### config.mk
export PLATFORM = sky130hd
export DESIGN_NAME = bus_arbiter4_decoded
export DESIGN_NICKNAME = d
export VERILOG_FILES = /design/src/rtl/bus_arb_pkg.sv /design/src/rtl/rr_pick4.sv /design/src/rtl/bus_arbiter4_decoded.sv
export SDC_FILE = /design/constraint.sdc
export NUM_CORES = 1
export LEC_CHECK = 0
export CAP_MARGIN = 5
export CORE_MARGIN = 2
export CORE_UTILIZATION = 40
export CTS_CLUSTER_SIZE = 12
export DETAILED_ROUTE_END_ITERATION = 6
export PLACE_DENSITY_LB_ADDON = 0.05
export SETUP_SLACK_MARGIN = 0.15
export SYNTH_ARGS = -nofsm -noshare
export SYNTH_HDL_FRONTEND = slang
export SYNTH_SLANG_ARGS = --single-unit
### constraint.sdc
create_clock -name CLK -period 1.6 [get_ports CLK]
set_input_delay 0.4 -clock CLK [delete_from_list [all_inputs] [get_ports CLK]]
set_output_delay 0.4 -clock CLK [all_outputs]
set_load 0.05 [all_outputs]
### src/rtl/bus_arb_pkg.sv
// bus_arb_pkg
//   Shared types and helpers for the 4-source round-robin bus arbiter.
//   Contents:
//     state_t        arbiter state {IDLE, GRANT, TURNAROUND}
//     NUM_REQ        number of bus sources (4)
//     owner_t        2-bit source index
//     owner_to_nsel  owner index -> active-low 4-bit select vector
package bus_arb_pkg;

   typedef enum logic [1:0] {
      IDLE       = 2'd0,
      GRANT      = 2'd1,
      TURNAROUND = 2'd2
   } state_t;

   localparam int unsigned NUM_REQ = 4;

   typedef logic [1:0] owner_t;

   function automatic logic [NUM_REQ-1:0] owner_to_nsel(input owner_t idx);
      logic [NUM_REQ-1:0] nsel;
      nsel      = '1;
      nsel[idx] = 1'b0;
      return nsel;
   endfunction

endpackage

### src/rtl/rr_pick4.sv
// rr_pick4
//   Combinational 4-way round-robin priority picker. Returns the first set
//   request bit searching PTR, PTR+1, ... (mod 4).
//   Ports:
//     REQ   [3:0] in   request vector (bit0 = A ... bit3 = D)
//     PTR   [1:0] in   index with highest priority
//     VALID       out  at least one request set
//     IDX   [1:0] out  winning index (equals PTR when VALID is low)
module rr_pick4
   import bus_arb_pkg::*;
(
   input  logic [NUM_REQ-1:0] REQ,
   input  owner_t             PTR,
   output logic               VALID,
   output owner_t             IDX
);

   owner_t cand;

   always_comb begin
      VALID = 1'b0;
      IDX   = PTR;
      cand  = PTR;
      for (int unsigned i = 0; i < NUM_REQ; i++) begin
         // owner_t arithmetic wraps mod 4, giving the rotating search order
         cand = PTR + owner_t'(i);
         if (!VALID && REQ[cand]) begin
            VALID = 1'b1;
            IDX   = cand;
         end
      end
   end

endmodule

### src/rtl/bus_arbiter4_decoded.sv
// bus_arbiter4_decoded
//   Round-robin arbiter driving the active-low enables of a 4:1 decoded
//   tri-state bus mux. At most one select is low at any time, and a
//   break-before-make gap of DEAD_CYCLES all-high cycles separates owners.
//   All outputs come straight from flops; reset is asynchronous so the bus
//   is released immediately on RST.
//   Optional feature (macro BUS_ARB_TIMEOUT_EN): an owner that has held the
//   bus MAX_HOLD cycles is forced off when another source is requesting.
//   Parameters:
//     DEAD_CYCLES  all-high cycles between grants (>= 1)
//     MAX_HOLD     hold limit, used only with BUS_ARB_TIMEOUT_EN
//     HOLD_W       hold counter width, 2**HOLD_W > MAX_HOLD
//   Ports:
//     CLK              in   clock, rising edge
//     RST              in   asynchronous active-high reset
//     REQ      [3:0]   in   level requests, bit0 = A ... bit3 = D
//     N_SEL_A..N_SEL_D out  active-low bus enables (registered)
//     GNT      [3:0]   out  one-hot active-high grant (~N_SEL_D..N_SEL_A)
//     OWNER    [1:0]   out  current or most recent owner
//     BUSY             out  high in GRANT and TURNAROUND
module bus_arbiter4_decoded
   import bus_arb_pkg::*;
#(
   parameter int unsigned DEAD_CYCLES = 1,
   parameter int unsigned MAX_HOLD    = 16,
   parameter int unsigned HOLD_W      = 5
) (
   input  logic               CLK,
   input  logic               RST,
   input  logic [NUM_REQ-1:0] REQ,
   output logic               N_SEL_A,
   output logic               N_SEL_B,
   output logic               N_SEL_C,
   output logic               N_SEL_D,
   output logic [NUM_REQ-1:0] GNT,
   output logic [1:0]         OWNER,
   output logic               BUSY
);

   localparam int unsigned    DEAD_W    = (DEAD_CYCLES > 1) ? $clog2(DEAD_CYCLES) : 1;
   localparam logic [DEAD_W-1:0] DEAD_INIT = DEAD_W'(DEAD_CYCLES - 1);

   if (DEAD_CYCLES < 1 || (2 ** HOLD_W) <= MAX_HOLD) begin : g_param_check
      $error("bus_arbiter4_decoded: DEAD_CYCLES must be >= 1 and 2**HOLD_W > MAX_HOLD");
   end

   state_t             state_q, state_n;
   logic [NUM_REQ-1:0] nsel_q, nsel_n;
   owner_t             owner_q, owner_n;
   owner_t             ptr_q, ptr_n;
   logic [DEAD_W-1:0]  dead_q, dead_n;
   logic               busy_q, busy_n;

   logic               pick_valid;
   owner_t             pick_idx;
   logic               timeout_hit;
   logic               release_bus;

`ifdef BUS_ARB_TIMEOUT_EN
   logic [HOLD_W-1:0]  hold_q, hold_n;
   logic               others_req;

   // In GRANT nsel_q is high everywhere except the owner, so it masks the
   // owner out of REQ.
   assign others_req  = |(REQ & nsel_q);
   assign timeout_hit = (hold_q == HOLD_W'(MAX_HOLD - 1)) && others_req;
`else
   assign timeout_hit = 1'b0;
`endif

   rr_pick4 u_pick (
      .REQ   (REQ),
      .PTR   (ptr_q),
      .VALID (pick_valid),
      .IDX   (pick_idx)
   );

   always_ff @(posedge CLK or posedge RST) begin
      if (RST) begin
         state_q <= IDLE;
         nsel_q  <= '1;
         owner_q <= '0;
         ptr_q   <= '0;
         dead_q  <= '0;
         busy_q  <= 1'b0;
`ifdef BUS_ARB_TIMEOUT_EN
         hold_q  <= '0;
`endif
      end else begin
         state_q <= state_n;
         nsel_q  <= nsel_n;
         owner_q <= owner_n;
         ptr_q   <= ptr_n;
         dead_q  <= dead_n;
         busy_q  <= busy_n;
`ifdef BUS_ARB_TIMEOUT_EN
         hold_q  <= hold_n;
`endif
      end
   end

   always_comb begin
      state_n     = state_q;
      nsel_n      = nsel_q;
      owner_n     = owner_q;
      ptr_n       = ptr_q;
      dead_n      = dead_q;
      release_bus = 1'b0;
`ifdef BUS_ARB_TIMEOUT_EN
      hold_n      = hold_q;
`endif

      case (state_q)
         GRANT: begin
            release_bus = !REQ[owner_q] || timeout_hit;
            if (release_bus) begin
               nsel_n  = '1;
               dead_n  = DEAD_INIT;
               state_n = TURNAROUND;
            end
`ifdef BUS_ARB_TIMEOUT_EN
            else if (hold_q != HOLD_W'(MAX_HOLD)) begin
               hold_n = hold_q + 1'b1;
            end
`endif
         end

         // IDLE and the last TURNAROUND cycle share one arbitration path.
         default: begin
            if (state_q == TURNAROUND && dead_q != '0) begin
               dead_n = dead_q - 1'b1;
            end else if (pick_valid) begin
               state_n = GRANT;
               nsel_n  = owner_to_nsel(pick_idx);
               owner_n = pick_idx;
               ptr_n   = pick_idx + 1'b1;
`ifdef BUS_ARB_TIMEOUT_EN
               hold_n  = '0;
`endif
            end else begin
               state_n = IDLE;
            end
         end
      endcase

      busy_n = (state_n != IDLE);
   end

   assign N_SEL_A = nsel_q[0];
   assign N_SEL_B = nsel_q[1];
   assign N_SEL_C = nsel_q[2];
   assign N_SEL_D = nsel_q[3];
   assign GNT     = ~nsel_q;
   assign OWNER   = owner_q;
   assign BUSY    = busy_q;

endmodule

# == Word-level counts from Yosys, hierarchy flattened ==
# Cells that the tools add are included.
# Widths: inputs -> output; s select.
# word_totals
register_bits,12
in_bits,6
out_inout_bits,11
word_cells,70
# op_classes
add_sub_neg,5
magnitude_cmp,7
n_eq_ne,4
muxes,30
bitwise_logic,4
n_reduce_logical,14
# op_table
operator,n
$lt 2x3->1 const B,6
$mux 4,4
$mux 1,14
$mux 2,6
$bmux 1 s2,5
$not 4->4,2
$reduce_and 3->1,2
$reduce_bool 2->1,3
$logic_and 1x1->1,5
$add 2x1->2 const B,2
$add 2x2->2 const B,2
$logic_not 1->1,3
$demux 1 s2,1
$eq 2x1->1 const B,1
$eq 2x2->1 const B,1
$ge 2x1->1 const B,1
$ne 2x1->1 const B,1
$ne 2x2->1 const B,1
$not 1->1,2
$reduce_and 2->1,1
$sub 1x1->1 const B,1

# == Longest topological paths before layout ==
# logic_depth
ltp_word,20
ltp_mapped,6
ltp_nobuf,6

# == By module ==
# Synthesis repeated with hierarchy kept, for this count alone.
# hier_totals
cells_unflattened,69
area_unflattened_um2,734.5
# by_module_without_submodules
mod,instances,cells_each,area_per_inst_um2,seq_area_each_um2
bus_arbiter4_decoded,1,53,638.1,305.3
rr_pick4,1,16,96.3,0.0

# == Least setup slack after synthesis ==
# OpenSTA, ideal clock, no wires.
# synth_path
path_kind,flip-flop to flip-flop
start,"reg owner_q[0], in the netlist OWNER[0]"
end,reg nsel_q[0]
setup_ns,0.079
t_arrival_ns,1.338
t_required_ns,1.521
setup_slack_ns,0.183
path_stages_with_launch,5
n_path_buf,0
period_less_slack_ns,1.417
cell_sequence,dfrtp_1 -> and3b_1 -> a22oi_1 -> nand2b_2 -> a2bb2oi_1
# synth_via
elab_chain_cells,4
# synth_rtl
item,line,rtl
from (decl),bus_arbiter4_decoded.sv:49,"owner_t owner_q, owner_n;"
from (signal assigned),bus_arbiter4_decoded.sv:92,owner_q <= owner_n;
$bmux 1 s2,bus_arbiter4_decoded.sv:115,release_bus = !REQ[owner_q] || timeout_hit;
$mux 1 (implied by the code),bus_arbiter4_decoded.sv:115,
$ne 2x2->1 (no source line),--,
$reduce_and 3->1 (no source line),--,
to (signal assigned),bus_arbiter4_decoded.sv:91,nsel_q <= nsel_n;
to (decl),bus_arbiter4_decoded.sv:48,"logic [NUM_REQ-1:0] nsel_q, nsel_n;"
# Every way passes these cells. The select of a mux whose other input is x is not followed.
# A chain may end at the register's enable or synchronous reset.

# == Worst setup path after layout ==
# layout_path
start,reg nsel_q[0]
end,out GNT[0]
# layout_via
elab_chain_cells,1
# layout_rtl
item,line,rtl
$not 4->4,bus_arbiter4_decoded.sv:153,assign GNT = ~nsel_q;
to (decl),bus_arbiter4_decoded.sv:35,"output logic [NUM_REQ-1:0] GNT,"
# Every way passes these cells.

==> flow_summary.toml <==
[run_status]
status = "complete, no violations"

[setup_path]
max_stage_delay_ns = 0.59
criticalPathCategory = "flip-flop to primary output"
reg2reg_from = "state_q[1]$_DFF_PP0_"
endpoint_kind = "primary output"
critPathSlowestCell = "dfstp_2"
cp_top_family = "flip-flops"
crit_required_ns = 1.20
path_cells = "inv_2, buf_6"
r2r_end = "OWNER[1]$_DFFE_PP0P_"
reg2reg_setup_slack_ns = 0.17
cp-start-kind = "flip-flop"
cp.arrival_ns = 1.05
r2r_cells = 3
cp_num_buf_inv = 2
crit_path_max_fanout = 3

[logic_synthesis]
synthesis.nets = 77
netlist_area_sq_um = 713
synth_top_area_share_pct = 28.1
synth_area_leaders = "dfrtp_1 28%, dfstp_2 15%, ha_1 7.0%"
netlist_instances = 67
yosysWarnings = 0
yosys_register_bits = 12
syn_avg_cell_area_sq_um = 10.6
synth_top_flop_cell = "dfrtp_1"
yosysTopAreaCell = "dfrtp_1"
synthArstFlopShare_pct = 100
ys_seq_area_share_pct = 42.8
ys_types = 29
synth_edf_count = 0

[clocking]
clock_sinks = 12
root_buffer = "clkbuf_4"
cts_tree = "done"
hold_buffers = 0
htree_num_levels = 1
cts_inserted_buffers = 3
clkTransAtPathRegs_ns = 0.08
clock_path_buffers = 2
clkLatencyLatePin_ns = 0.28

[timing]
fin_crit_sh_pct = 90.8
hold_viol = 0
setup_violations = 0
period_minus_slack_ns = 1.45
finClkSkew_ns = 0.00486
grt_setup_unrepaired = "yes"
tightest_slew_ns = 0.450
drv_slew = 0
max_freq_mhz = 688
slew_headroom_pct = 70.0

[final_layout]
nets = 110
area_delta_synth_final_pct = 58.4
drive_gt1_share_pct = 52.5
diodes = 0
utilization_pct = 66.2
stdcell_count = 124

[floorplanning]
fp.dieH_microns = 46.2
fp-row-count = 15
die_area_sq_um = 2140
start_util_pct = 41.8
dieWidth_microns = 46.2
core_sq_um = 1710
io_pins = 17

[drt]
drt-initial-drc-count = 5
vias_per_cell = 4.71
ant_nets = 0
wl_met3_microns = 54
highest_layer = "met4"
wl_per_cell_microns = 12.4
wl_microns = 1540
drc = 0
first_pass_iters = 4
vias = 584
wl_met2_microns = 775
met1_length_microns = 699

[pwr]
power.density_nw_per_um2 = 2100
leakage_nw = 0.554
ir_drop_mv = 1.35
finalPower_mw = 2.37

[grt]
antenna_found_initial = 0
grt.total_usage_pct = 16.5
overflow = 0
grt_pass1_vias = 559
grt_max_degree = 13
grt_pass1_wl_microns = 2430

[hold_path]
hp-class = "input pin to asynchronous set/reset pin"

[placed_design]
port_buffers = 16
place_inst = 116
place_congestion = 0.756
hpwl_microns = 1150

[run]
maxCapViolations = 0
where the power goes:
part | switching (mW) | internal [mW]
logic | 0.753 | 0.796
registers | 0.138 | 0.445
clock network | 0.105 | 0.138
layout make-up:
cell class / count / area, sq um
Timing Repair Buffer: 29 / 329
Sequential cell: 12 / 307
Fill cell: 137 / 578
Clock buffer: 4 / 36.3
Inverter: 9 / 33.8
Multi-Input combinational cell: 45 / 393
Tap cell: 25 / 31.3
per-stage QoR:
stage | setup TNS (ns) | hold slack (ns) | cell area [sq um] | setup WS [ns]
2_1_floorplan | 0 | 0.262 | 713 | 0.183
3_3_place_gp | -4.27 | 0.489 | 1020 | -0.478
3_5_place_dp | -4.22 | 0.495 | 1020 | -0.494
4_1_cts | 0 | 0.451 | 1090 | 0.139
5_1_grt | 0 | 0.473 | 1130 | 0.0944
6_report | 0 | 0.429 | 1130 | 0.147
worst reg2reg max path: cells and delay by family, from the launching register on:
kind / cells / cell delay, ns
flops: 1 / 0.41
simple gates: 2 / 0.54
mux: 1 / 0.37
logic make-up after synthesis:
family / share of synthesized area (%)
and+or+nand+nor: 20.4
buffers and inverters: 6.32
DFF: 42.8
muxes: 6.49
AOI/OAI and AO/OA: 17.0
adders and majority gates: 7.02
registers in the layout, summed over array words and instances, names as in the netlist:
signal and flops:
ptr_q 2, nsel_q 4, state_q 2, OWNER 2, BUSY 1, dead_q 1
what timing repair did:
action / in CTS / in global routing
pin swaps: 0 / 2
gates resized for setup: 19 / 8
setup endpoints to repair: 14 / 11
buffers inserted: 1 / 3
cell usage in the layout (no fill, tap or decap), types with 2 or more instances in the layout:
| cell type | n |
|---|---|
| mux2i_1 | 2 |
| buf_4 | 13 |
| a2bb2oi_1 | 3 |
| ha_1 | 4 |
| nand2b_1 | 3 |
| a21oi_1 | 2 |
| buf_12 | 7 |
| dfrtp_1 | 7 |
| buf_6 | 4 |
| nand2_1 | 4 |
| nor2_1 | 3 |
| dfstp_2 | 4 |
| nor2b_1 | 2 |
| clkdlybuf4s15_2 | 2 |
| o21ai_0 | 2 |
| inv_2 | 5 |
| and3b_1 | 2 |
| inv_1 | 4 |
| clkbuf_4 | 3 |
per-layer routing:
metal,vias to the layer above,global-route usage (%)
met5,-,0
met4,0,5.14
met3,3,5.88
met2,13,25.3
met1,275,21.5
li1,293,-
cells in the mapped netlist (all sizes together) (2+ instances only):
cell type,count
inv,9
dfrtp,8
a2bb2oi,4
dfstp,4
ha,4
nand2,4
nand2b,4
o21ai,4
a21oi,3
nor2,3
nor2b,3
and3b,2
mux2,2
mux2i,2
how the worst max path moves through the flow:
stage / from / end / slack, ns / cells after the start
finish: nsel_q[0]$_DFFE_PP1P_ / GNT[0] / 0.15 / 2
global route: state_q[1]$_DFF_PP0_ / nsel_q[0]$_DFFE_PP1P_ / 0.09 / 4
CTS: nsel_q[0]$_DFFE_PP1P_ / GNT[0] / 0.14 / 2
detailed placement: REQ[3] / nsel_q[0]$_DFFE_PP1P_ / -0.49 / 7
global placement: REQ[3] / nsel_q[1]$_DFFE_PP1P_ / -0.48 / 5
floorplan: OWNER[0]$_DFFE_PP0P_ / nsel_q[0]$_DFFE_PP1P_ / 0.18 / 4
Note: power is estimated with default switching activity, not from simulation.
